File: src/rtl/s420_cmp_sched.sv
// s420_cmp_sched: sequencing controller for the Y-counter / C-threshold
// comparator datapath.
//
// Holds the Y count and the latched C limit. While running, the count advances
// by one on each cycle where tick is high. When the count reaches or passes the
// limit (unsigned), the block raises a match event on a valid/ready output.
// In one-shot mode it then returns to idle. In periodic mode it restarts the
// count. A sticky miss flag records ticks that arrived while the block was not
// counting. A saturating counter records the number of accepted events.
//
// Ports:
//   clk, rst            clock; synchronous active-high reset
//   cfg_valid/cfg_ready configuration write handshake (ready only in IDLE)
//   cfg_limit           threshold C, captured on an accepted write
//   cfg_periodic        1 = auto-restart after each hit, 0 = one-shot
//   start, stop         begin a run (IDLE only) / abort a run (RUN or HIT)
//   tick                X qualifier, one increment per cycle while counting
//   busy                high whenever the block is not in IDLE
//   count               current Y count
//   hit_valid/hit_ready match event handshake toward the consumer
//   miss                sticky flag: a tick arrived during a run while not counting
//   ev_count            saturating number of accepted hits since the last start
module s420_cmp_sched #(
  parameter int unsigned WIDTH = 16,
  parameter int unsigned EVW   = 8
) (
  input  logic             clk,
  input  logic             rst,
  input  logic             cfg_valid,
  output logic             cfg_ready,
  input  logic [WIDTH-1:0] cfg_limit,
  input  logic             cfg_periodic,
  input  logic             start,
  input  logic             stop,
  input  logic             tick,
  output logic             busy,
  output logic [WIDTH-1:0] count,
  output logic             hit_valid,
  input  logic             hit_ready,
  output logic             miss,
  output logic [EVW-1:0]   ev_count
);

  typedef enum logic [1:0] {
    IDLE = 2'd0,
    RUN  = 2'd1,
    HIT  = 2'd2
  } state_t;

  state_t           state_q, state_d;
  logic [WIDTH-1:0] count_q, count_d;
  logic [WIDTH-1:0] limit_q, limit_d;
  logic             per_q,   per_d;
  logic             miss_q,  miss_d;
  logic [EVW-1:0]   ev_q,    ev_d;

  always_ff @(posedge clk) begin
    if (rst) begin
      state_q <= IDLE;
      count_q <= '0;
      limit_q <= '0;
      per_q   <= 1'b0;
      miss_q  <= 1'b0;
      ev_q    <= '0;
    end else begin
      state_q <= state_d;
      count_q <= count_d;
      limit_q <= limit_d;
      per_q   <= per_d;
      miss_q  <= miss_d;
      ev_q    <= ev_d;
    end
  end

  always_comb begin
    state_d = state_q;
    count_d = count_q;
    limit_d = limit_q;
    per_d   = per_q;
    miss_d  = miss_q;
    ev_d    = ev_q;
    unique case (state_q)
      IDLE: begin
        // A config write in the same cycle as start lands on the same edge.
        // So the new limit is already registered when RUN first compares.
        if (cfg_valid) begin
          limit_d = cfg_limit;
          per_d   = cfg_periodic;
        end
        if (start) begin
          state_d = RUN;
          count_d = '0;
          miss_d  = 1'b0;
          ev_d    = '0;
        end
      end
      RUN: begin
        if (count_q >= limit_q) begin
          // The compare cycle does not count. A tick here is a miss.
          if (tick) miss_d = 1'b1;
          state_d = stop ? IDLE : HIT;
        end else if (stop) begin
          state_d = IDLE;
        end else if (tick) begin
          count_d = count_q + 1'b1;
        end
      end
      HIT: begin
        if (tick) miss_d = 1'b1;
        if (stop) begin
          state_d = IDLE;
        end else if (hit_ready) begin
          if (ev_q != '1) ev_d = ev_q + 1'b1;
          if (per_q) begin
            state_d = RUN;
            count_d = '0;
          end else begin
            state_d = IDLE;
          end
        end
      end
      default: state_d = IDLE;
    endcase
  end

  assign cfg_ready = (state_q == IDLE);
  assign busy      = (state_q != IDLE);
  assign hit_valid = (state_q == HIT);
  assign count     = count_q;
  assign miss      = miss_q;
  assign ev_count  = ev_q;

endmodule

File: config.mk
export PLATFORM = sky130hd
export DESIGN_NAME = s420_cmp_sched
export DESIGN_NICKNAME = d
export VERILOG_FILES = /design/src/rtl/s420_cmp_sched.sv
export SDC_FILE = /design/constraint.sdc
export NUM_CORES = 1
export LEC_CHECK = 0
export CORE_MARGIN = 2
export CORE_UTILIZATION = 50
export DETAILED_ROUTE_END_ITERATION = 8
export PLACE_DENSITY_LB_ADDON = 0.3
export SYNTH_ARGS = -nofsm -noshare
export SYNTH_HDL_FRONTEND = slang
export SYNTH_SLANG_ARGS = --single-unit
File: constraint.sdc
create_clock -name clk -period 4.7 [get_ports clk]
set_clock_uncertainty 0.05 [all_clocks]
set_input_delay 0.47 -clock clk [delete_from_list [all_inputs] [get_ports clk]]
set_output_delay 0.47 -clock clk [all_outputs]
set_load 0.05 [all_outputs]
==> results.sh <==
export IMPL_timing_rr_end="count[15]$_SDFFE_PP0P_"
export IMPL_grt_pass1_vias=2068
export IMPL_yosys_area_share_simple_pct=26.4
export IMPL_avgSynthCellArea_sq_um=7.93
export IMPL_grt_pass1_wl_microns=9230
export IMPL_die_area_sq_um=5540
export IMPL_cts_setup_buffers=0
export IMPL_pwr_share_comb_pct=28.7
export IMPL_synthAdderAreaFrac_pct=11.1
export IMPL_status="finished clean"
export IMPL_fin_ws_ps=1730
export IMPL_clockPowerShare_pct=31.9
export IMPL_final_util_pct=66.1
export IMPL_maxSlewHeadroom_pct=32.5
export IMPL_post_route_drc_count=0
export IMPL_wl_per_cell_microns=13.4
export IMPL_fin_nets=403
export IMPL_cap_viol_max_count=0
export IMPL_ys_ff_latch=44
export IMPL_core_region_area_sq_um=4750
export IMPL_path_max_fanout=10
export IMPL_ys_warn_count=0
export IMPL_report_final_slew_viol_count=0
export IMPL_hpwl_microns=4190
export IMPL_diodes=0
export IMPL_clk_insertion_delay_late_ps=290
export IMPL_clock_fmax_mhz=337
export IMPL_cts_tree="done"
export IMPL_grt_usage_pct=21.2
export IMPL_worstPathRequired_ps=4870
export IMPL_min_period_ps=2970
export IMPL_p_sw_w=0.000336
export IMPL_synth_top_family_by_area="simple AND/OR/NAND/NOR gates"
export IMPL_dp_cells=417
export IMPL_die_y_microns=74.4
export IMPL_ctsResizeCount=0
export IMPL_holdBufCountCts=0
export IMPL_areaGrowthSynthToFinish_pct=26.6
export IMPL_root_buffer="clkbuf_8"
export IMPL_grt_max_degree=30
export IMPL_layout_cells_non_filler=424
export IMPL_yosysUniqueCellTypes=42
export IMPL_placementRows=25
export IMPL_setup_worst_path_end_class="flip-flop"
export IMPL_hold_viol=0
export IMPL_seq_area_frac_synth_pct=35.5
export IMPL_rsz0062_at_grt="false"
export IMPL_design_area_sq_um=3140
export IMPL_p_int_w=0.000715
export IMPL_tightest_slew_ps=1010
export IMPL_ioPinCount=52
export IMPL_synth_xor_area_share_pct=1.77
export IMPL_port_buffers=51
export IMPL_crit_end="count[15]$_SDFFE_PP0P_"
export IMPL_cts_buffers_inserted=5
export IMPL_htreeDepth=2
export IMPL_p_leak_nw=1.15
export IMPL_vias=2347
export IMPL_cts_sinks=44
export IMPL_pwr_density_cell_nw_per_um2=335
export IMPL_synthMuxAreaShare_pct=0.807
export IMPL_place_area_sq_um=3010
export IMPL_antenna_found_initial=0
export IMPL_cp_startpoint="state_q[0]$_SDFFE_PP0P_"
export IMPL_rr_worst_depth=8
export IMPL_grt_ovfl_total=0
export IMPL_r2r_slack_ps=1730
export IMPL_start_util_pct=52.2
export IMPL_critPathLaunchType="flip-flop"
export IMPL_setup_tns_ps=0
export IMPL_pre_cts_ws_ps=1610
export IMPL_dieWidth_microns=74.4
export IMPL_netSwitchingFraction_pct=32.0
export IMPL_routabilityCongestion=0.859
export IMPL_netlist_area_sq_um=2480
export IMPL_wl_microns=5700
export IMPL_reg2reg_from="state_q[0]$_SDFFE_PP0P_"
export IMPL_vias_per_cell=5.54
export IMPL_synthCells=313
export IMPL_clk_pin_slew_ps=80
export IMPL_drtAntennaViolNets=0
export IMPL_synth_compound_area_share_pct=18.1
export IMPL_hp_class="reg2reg"
export IMPL_clock_path_buffers=2
export IMPL_drt_iter0_markers=225
export IMPL_crit_type="reg2reg"
export IMPL_power_share_sequential_pct=39.4
export IMPL_critPathArrivalTime_ps=3140
export IMPL_first_pass_iters=5
export IMPL_vdd_ir_drop_worst_uv=223
export IMPL_setup_violations=0
export IMPL_fin_crit_sh_pct=63.1
export IMPL_drive_gt1_share_pct=3.36
export IMPL_syn_nets=359
## Yosys cell counts (all sizes together)
cell type | instances | area share [%]
nand2 | 46 | 7.0
dfxtp | 44 | 36
a21oi | 43 | 8.7
inv | 23 | 3.5
ha | 22 | 11
clkbuf | 13 | 2.0
nand3 | 13 | 2.6
nor2 | 13 | 2.0
o21ai | 12 | 2.4
nand4 | 11 | 2.8
or3 | 9 | 2.3
and3 | 6 | 1.5
nand2b | 6 | 1.5
or4 | 5 | 1.7
xor2 | 5 | 1.8
o31ai | 4 | 1.2
nor3 | 3 | 0.60
a211o | 2 | 0.71
a211oi | 2 | 0.60
a31oi | 2 | 0.50
and2 | 2 | 0.50
and4 | 2 | 0.71
buf | 2 | 0.91
mux2i | 2 | 0.81
nand3b | 2 | 0.60
o21bai | 2 | 0.60
o41ai | 2 | 0.71
or4b | 2 | 0.81
a2111oi | 1 | 0.35
a21boi | 1 | 0.30
a21o | 1 | 0.30
a311oi | 1 | 0.35
a41oi | 1 | 0.35
nand4b | 1 | 0.35
nand4bb | 1 | 0.45
nor2b | 1 | 0.55
nor4 | 1 | 0.25
o21a | 1 | 0.30
o2bb2ai | 1 | 0.35
o31a | 1 | 0.35
or2 | 1 | 0.25
## power groups by stage
| stage | Clock, W | Combinational (W) | Sequential, W |
|---|---|---|---|
| final | 0.000335 | 0.000302 | 0.000414 |
| after global routing | 0.000356 | 0.000336 | 0.000418 |
| after CTS | 0.000341 | 0.000303 | 0.000415 |
| after detailed placement | 0 | 0.000301 | 0.000423 |
| after global placement | 0 | 0.000293 | 0.000422 |
| after floorplan | 0 | 0.000217 | 0.000434 |
## sequential cells by signal, indices dropped and copies added (netlist names)
| register | count |
|---|---|
| ev_count | 8 |
| per_q | 1 |
| state_q | 2 |
| count | 16 |
| miss | 1 |
| limit_q | 16 |
## stage by stage
stage / hold WS [ps] / total power [W]
floorplan: 386 / 0.000652
global placement: 393 / 0.000715
detailed placement: 397 / 0.000724
CTS: 409 / 0.00106
global route: 431 / 0.00111
finish: 405 / 0.00105
## cell usage in the layout (no fill, tap or decap), types with 11 or more instances in the layout
cell / synthesis / routed
o21ai_0: 12 / 12
nand2_1: 46 / 46
nand4_1: 11 / 11
a21oi_1: 43 / 43
ha_1: 22 / 22
clkdlybuf4s50_1: 0 / 51
nor2_1: 13 / 13
dfxtp_1: 44 / 44
nand3_1: 13 / 13
inv_1: 23 / 23
## per-layer routing
metal  vias to the layer above  routed length (microns)  global-route usage (%)
met5                         -                        0                       0
met3                         9                      298                    3.66
met2                        72                     2700                    35.9
met1                      1071                     2630                    28.0
li1                       1195                        -                       -
met4                         0                       68                    5.36
## cells by family after synthesis
family / count (synthesis)
and+or+nand+nor: 125
AOI/OAI and AO/OA: 77
DFF: 44
buffers and inverters: 38
adders and majority gates: 22
xor gates and xnor gates: 5
muxes: 2
## final cells by class
cell class / instances / area, sq um
fill: 425 / 1610
multi-input combinational: 231 / 1440
sequential: 44 / 881
timing repair buffer: 52 / 518
inverter: 23 / 86.3
tap: 67 / 83.8
clock buffer: 5 / 68.8
clock inverter: 2 / 60.1
## critical path, stage by stage, from the launching register on
cell and delay (ps):
dfxtp_1 380, inv_1 80, ha_1 310, nor2b_4 190, a211o_1 330, or2_1 350
or4_4 590, or4_1 470, a21oi_1 140
## how the worst min path moves through the flow
| stage | start | endpoint | slack [ps] | cells after the start |
|---|---|---|---|---|
| 2_1_floorplan | limit_q[10]$_SDFFE_PP0P_ | limit_q[10]$_SDFFE_PP0P_ | 390 | 2 |
| 3_3_place_gp | limit_q[3]$_SDFFE_PP0P_ | limit_q[3]$_SDFFE_PP0P_ | 390 | 2 |
| 3_5_place_dp | limit_q[12]$_SDFFE_PP0P_ | limit_q[12]$_SDFFE_PP0P_ | 400 | 2 |
| 4_1_cts | limit_q[7]$_SDFFE_PP0P_ | limit_q[7]$_SDFFE_PP0P_ | 410 | 2 |
| 5_1_grt | limit_q[9]$_SDFFE_PP0P_ | limit_q[9]$_SDFFE_PP0P_ | 430 | 2 |
| 6_report | limit_q[7]$_SDFFE_PP0P_ | limit_q[7]$_SDFFE_PP0P_ | 410 | 2 |
Power figures use the tool's default switching activity.
